$ cat config.mk
export PLATFORM = sky130hd
export DESIGN_NAME = z_run_controller
export DESIGN_NICKNAME = d
export VERILOG_FILES = /design/src/rtl/z_run_controller.sv
export SDC_FILE = /design/constraint.sdc
export NUM_CORES = 1
export LEC_CHECK = 0
export ABC_CLOCK_PERIOD_IN_PS = 3200
export BUFFER_PORTS_ARGS = -buffer_cell sky130_fd_sc_hd__buf_4
export CORE_MARGIN = 3
export CORE_UTILIZATION = 52
export DETAILED_ROUTE_END_ITERATION = 10
export PLACE_DENSITY = 0.8
export SYNTH_ARGS = -nofsm -noshare
export SYNTH_HDL_FRONTEND = slang
export SYNTH_SLANG_ARGS = --single-unit
$ cat constraint.sdc
create_clock -name clock -period 3.2 [get_ports clock]
set_clock_uncertainty 0.2 [all_clocks]
set_input_delay 0.64 -clock clock [delete_from_list [all_inputs] [get_ports clock]]
set_output_delay 0.64 -clock clock [all_outputs]
set_load 0.01 [all_outputs]
$ cat src/rtl/z_run_controller.sv
// Run sequencer for processor Z: streams a program into instruction RAM,
// pads it with NOPs, then drives working for the fetch + drain window.
// Ports:
//   clock, reset             clock and synchronous active-high reset
//   ld_valid/ld_data/ld_last host program stream in, ld_ready back
//   start, abort, run_limit  run control (run_limit 0 = unlimited)
//   mem_addr/mem_wr/mem_wdata instruction RAM load port
//   working                  processor enable
//   prog_len, cycle_count    program length and RUN cycle count
//   busy, done, aborted      status
module z_run_controller #(
  parameter int              AW        = 9,
  parameter int              DW        = 32,
  parameter int              PAD_WORDS = 4,
  parameter logic [DW-1:0]   NOP_WORD  = '0
) (
  input  logic          clock,
  input  logic          reset,
  input  logic          ld_valid,
  input  logic [DW-1:0] ld_data,
  input  logic          ld_last,
  output logic          ld_ready,
  input  logic          start,
  input  logic          abort,
  input  logic [15:0]   run_limit,
  output logic [AW-1:0] mem_addr,
  output logic          mem_wr,
  output logic [DW-1:0] mem_wdata,
  output logic          working,
  output logic [AW:0]   prog_len,
  output logic [15:0]   cycle_count,
  output logic          busy,
  output logic          done,
  output logic          aborted
);

  localparam int CW = $clog2(PAD_WORDS + 1);

  typedef enum logic [2:0] {
    S_IDLE,
    S_LOAD,
    S_PAD,
    S_LOADED,
    S_RUN,
    S_DRAIN,
    S_DONE
  } state_t;

  state_t        state;
  logic [AW-1:0] wptr;
  logic [CW-1:0] pcnt;
  logic [AW:0]   fcnt;

  logic hs;
  logic full;
  logic lim_hit;
  logic run_end;

  assign ld_ready = (state == S_IDLE) || (state == S_LOAD);
  assign busy     = (state == S_LOAD) || (state == S_PAD) ||
                    (state == S_RUN)  || (state == S_DRAIN);

  assign hs   = ld_valid && ld_ready;
  // Last free RAM slot: the program ends here even without ld_last.
  assign full = &wptr;

  // Saturated count wraps the +1 to 0, which never equals a nonzero limit.
  assign lim_hit = (run_limit != 16'd0) &&
                   ((cycle_count + 16'd1) == run_limit);
  assign run_end = ((fcnt + 1'b1) == prog_len) || lim_hit || abort;

  // pcnt counts pad writes in PAD and drain cycles in DRAIN.
  always_ff @(posedge clock) begin
    if (reset) begin
      state       <= S_IDLE;
      wptr        <= '0;
      pcnt        <= '0;
      fcnt        <= '0;
      mem_addr    <= '0;
      mem_wr      <= 1'b0;
      mem_wdata   <= '0;
      working     <= 1'b0;
      prog_len    <= '0;
      cycle_count <= '0;
      done        <= 1'b0;
      aborted     <= 1'b0;
    end else begin
      mem_wr    <= 1'b0;
      mem_addr  <= '0;
      mem_wdata <= '0;
      unique case (state)
        S_IDLE, S_LOAD: begin
          if (hs) begin
            mem_wr    <= 1'b1;
            mem_addr  <= wptr;
            mem_wdata <= ld_data;
            wptr      <= wptr + 1'b1;
            prog_len  <= prog_len + 1'b1;
            state     <= (ld_last || full) ? S_PAD : S_LOAD;
          end
        end
        S_PAD: begin
          mem_wr    <= 1'b1;
          mem_addr  <= wptr;
          mem_wdata <= NOP_WORD;
          wptr      <= wptr + 1'b1;
          pcnt      <= pcnt + 1'b1;
          if (pcnt == CW'(PAD_WORDS - 1)) begin
            state <= S_LOADED;
          end
        end
        S_LOADED: begin
          if (start) begin
            state   <= S_RUN;
            working <= 1'b1;
            fcnt    <= '0;
          end
        end
        S_RUN: begin
          fcnt <= fcnt + 1'b1;
          if (cycle_count != 16'hFFFF) begin
            cycle_count <= cycle_count + 16'd1;
          end
          if (run_end) begin
            state <= S_DRAIN;
            pcnt  <= '0;
            if (lim_hit || abort) begin
              aborted <= 1'b1;
            end
          end
        end
        S_DRAIN: begin
          pcnt <= pcnt + 1'b1;
          if (pcnt == CW'(PAD_WORDS - 1)) begin
            state   <= S_DONE;
            working <= 1'b0;
            done    <= 1'b1;
          end
        end
        S_DONE: begin
          state <= S_DONE;
        end
        default: begin
          state <= S_IDLE;
        end
      endcase
    end
  end

endmodule
==> results.json <==
{
  "area_growth_pct": 26.5,
  "die_area_mm2": 0.00969,
  "slowest_delay_ns": 0.48,
  "post-route-util_pct": 68.0,
  "portBuffers": 126,
  "crit_slowest_cell": "dfxtp_1",
  "grtUsageMet3_pct": 3.26,
  "place_congestion": 0.842,
  "root_buffer": "clkbuf_8",
  "synth-async-reset-ratio_pct": 0,
  "synth_flop_cell": "dfxtp_1",
  "synth_area_leader_cell": "dfxtp_1",
  "die_w_um": 98.4,
  "leakagePower_uw": 0.00236,
  "clkTransAtPathRegs_ns": 0.09,
  "post_route_cells_drive_above_1_share_pct": 25.0,
  "fillers": 689,
  "gr-max-usage-layer": "met2",
  "initial_core_util_pct": 53.8,
  "ios": 127,
  "first_pass_iters": 4,
  "synth_cells": 502,
  "viasPerCell": 5.37,
  "met1_usage_pct": 25.8,
  "avgSynthCellArea_um2": 8.85,
  "power_density_mw_per_mm2": 407,
  "drt-total-wl_mm": 10.3,
  "synth_area_leaders": "dfxtp_1 (43%), xor2_1 (6.5%), and2_1 (6.5%), xnor2_1 (5.9%), nor2_1 (4.8%)",
  "nNetsFinal": 677,
  "clk-insertion-delay-late_ns": 0.36,
  "num_antenna_cells": 0,
  "cts_buffer_depth": 2,
  "worstSetupPathType": "register to register",
  "crit_chain": "ha_1, and3_1, nand4b_1, and3_1, a311oi_2, o41ai_4, o41a_1, o22ai_1",
  "relSlewSlack_pct": 55.9,
  "synth_area_mm2": 0.00444,
  "setup_viol": 0,
  "min_period_ns": 2.90,
  "cts_resized": 0,
  "peakVddDrop_mv": 0.318,
  "slew_viol_final": 0,
  "synth_nets": 563,
  "wl_per_cell_um": 14.3,
  "cts_tree": "yes",
  "htree_levels": 3,
  "design.core.area_mm2": 0.00826,
  "cp_common_cell": "and3_1",
  "cp_top_family": "compound AO/OA/AOI/OAI gates",
  "vias": 3894,
  "cts_inserted_buffers": 9,
  "overflow": 0,
  "worstMarginPinSlew_ns": 0.658,
  "ant_nets": 0,
  "endpoint_kind": "register",
  "crit_arrival_ns": 2.98,
  "power_uw": 2290,
  "post-route-period-util_pct": 90.7,
  "min_path_type": "register to register",
  "ctsHoldBuffers": 0,
  "maxCapViolCount": 0,
  "grt_pass1_vias": 3748,
  "cp.required_ns": 3.28,
  "post_cts_buffers": 0,
  "hold_violations": 0,
  "yosys.area.top_type_share_pct": 43.3,
  "grt_use_total_pct": 21.4,
  "grt_max_degree": 57,
  "dpl.hpwl_mm": 7.70,
  "worst-path-buf-inv": 0,
  "start_kind": "register",
  "cts_sinks": 96,
  "ys_seq_elements": 96,
  "synth_warnings": 0,
  "drt_iter0_drc": 144,
  "finalSetupTns_ns": 0,
  "ys_seq_area_share_pct": 43.3,
  "rows": 33,
  "yosys.cell_types.count": 53,
  "status": "completed",
  "clock.fmax_mhz": 345,
  "rsz0062_at_grt": "false",
  "met2_usage_pct": 38.0,
  "grt_pass1_wl_mm": 17.3,
  "antenna_found_initial": 0,
  "cp_max_fo": 7,
  "synth_edf_count": 0,
  "drc": 0,
  "dieHeight_um": 98.4
}
[worst paths after layout]
| kind | start | to | slack, ns | depth (start not counted) |
|---|---|---|---|---|
| worst max register to register | cycle_count[1] | pcnt[2] | 0.30 | 8 |
| worst max-delay path | cycle_count[1] | pcnt[2] | 0.30 | 8 |
| worst min register to register | pcnt[1] | pcnt[1] | 0.27 | 2 |
| worst min-delay path | pcnt[1] | pcnt[1] | 0.27 | 2 |
[layout make-up]
class                      count  area [um^2]  share of cell area, %
clock inverter                 6         52.6                  0.935
tap                          105          131                   2.34
multi-input combinational    368         2370                   42.2
inverter                      10         37.5                  0.668
sequential                    96         1920                   34.2
clock buffer                   9          124                   2.20
timing repair buffer         131          983                   17.5
[power breakdown]
part / switching [uW] / internal, uW / total [uW]
registers: 36.9 / 1230 / 1270
clock network: 430 / 290 / 720
logic: 138 / 156 / 295
[cells in the mapped netlist (2+ instances only)]
library cell	instances
dfxtp_1	96
nor2_1	57
and2_1	46
xor2_1	33
a21oi_1	31
xnor2_1	30
nand2_1	26
clkbuf_1	21
nand3_1	18
nand4_1	17
o21ai_0	15
inv_1	10
or3_1	9
and3_1	7
ha_1	7
nand2b_1	7
nor3_1	7
nor4_1	7
nor2b_1	6
mux2i_1	5
a31oi_1	4
o22ai_1	4
and4_1	3
buf_2	3
a21o_1	2
a311oi_1	2
buf_1	2
o2111ai_1	2
[flip-flops by register name, indices dropped and copies added, names as in the netlist]
signal / flops
state: 3
cycle_count: 16
mem_wdata: 32
pcnt: 3
wptr: 9
mem_addr: 9
prog_len: 10
done: 1
mem_wr: 1
aborted: 1
fcnt: 10
working: 1
[metrics by stage]
step	instance area (um^2)	hold slack (ns)	setup slack [ns]	instances
finish	5620	0.270	0.298	725
global placement	5440	0.242	0.468	710
CTS	5620	0.258	0.318	725
floorplan	4440	0.233	0.552	502
detailed placement	5440	0.261	0.336	710
global route	5620	0.262	0.158	725
[cell families after synthesis]
logic type / count (synthesis) / synth area share [%]
buffers and inverters: 38 / 3.41
adder cells (fa/ha/maj): 7 / 1.97
flip-flops: 96 / 43.3
AO/OA/AOI/OAI: 73 / 10.6
multiplexers: 5 / 1.13
XOR/XNOR: 63 / 12.4
AND/OR/NAND/NOR: 220 / 27.2
[cells in the final DEF, fill, tap and decap left out, types with 6 or more instances in the layout]
cell type  netlist  layout
a21oi_1         31      31
and2_1          46      46
and3_1           7       7
buf_4            1     131
clkbuf_8         0       9
dfxtp_1         96      96
ha_1             7       7
inv_1           10      10
nand2_1         26      26
nand2b_1         7       7
nand3_1         18      18
nand4_1         17      17
nor2_1          57      57
nor2b_1          6       6
nor3_1           7       7
nor4_1           7       7
o21ai_0         15      15
or3_1            9       9
xnor2_1         30      30
xor2_1          33      33
[worst min-delay path: stages (launching register included)]
cell and delay [ns]:
dfxtp_1 0.32, inv_1 0.05, o22ai_1 0.05
[metal layers]
metal  vias up  routed length, um  part of all wire, %
met5         -                  0                    0
met4         0                204                  2.0
met3        17                457                  4.4
met2       114               5400                   52
met1      1817               4280                   41
li1       1946                  -                    -
(Power assumes the default switching activity.)
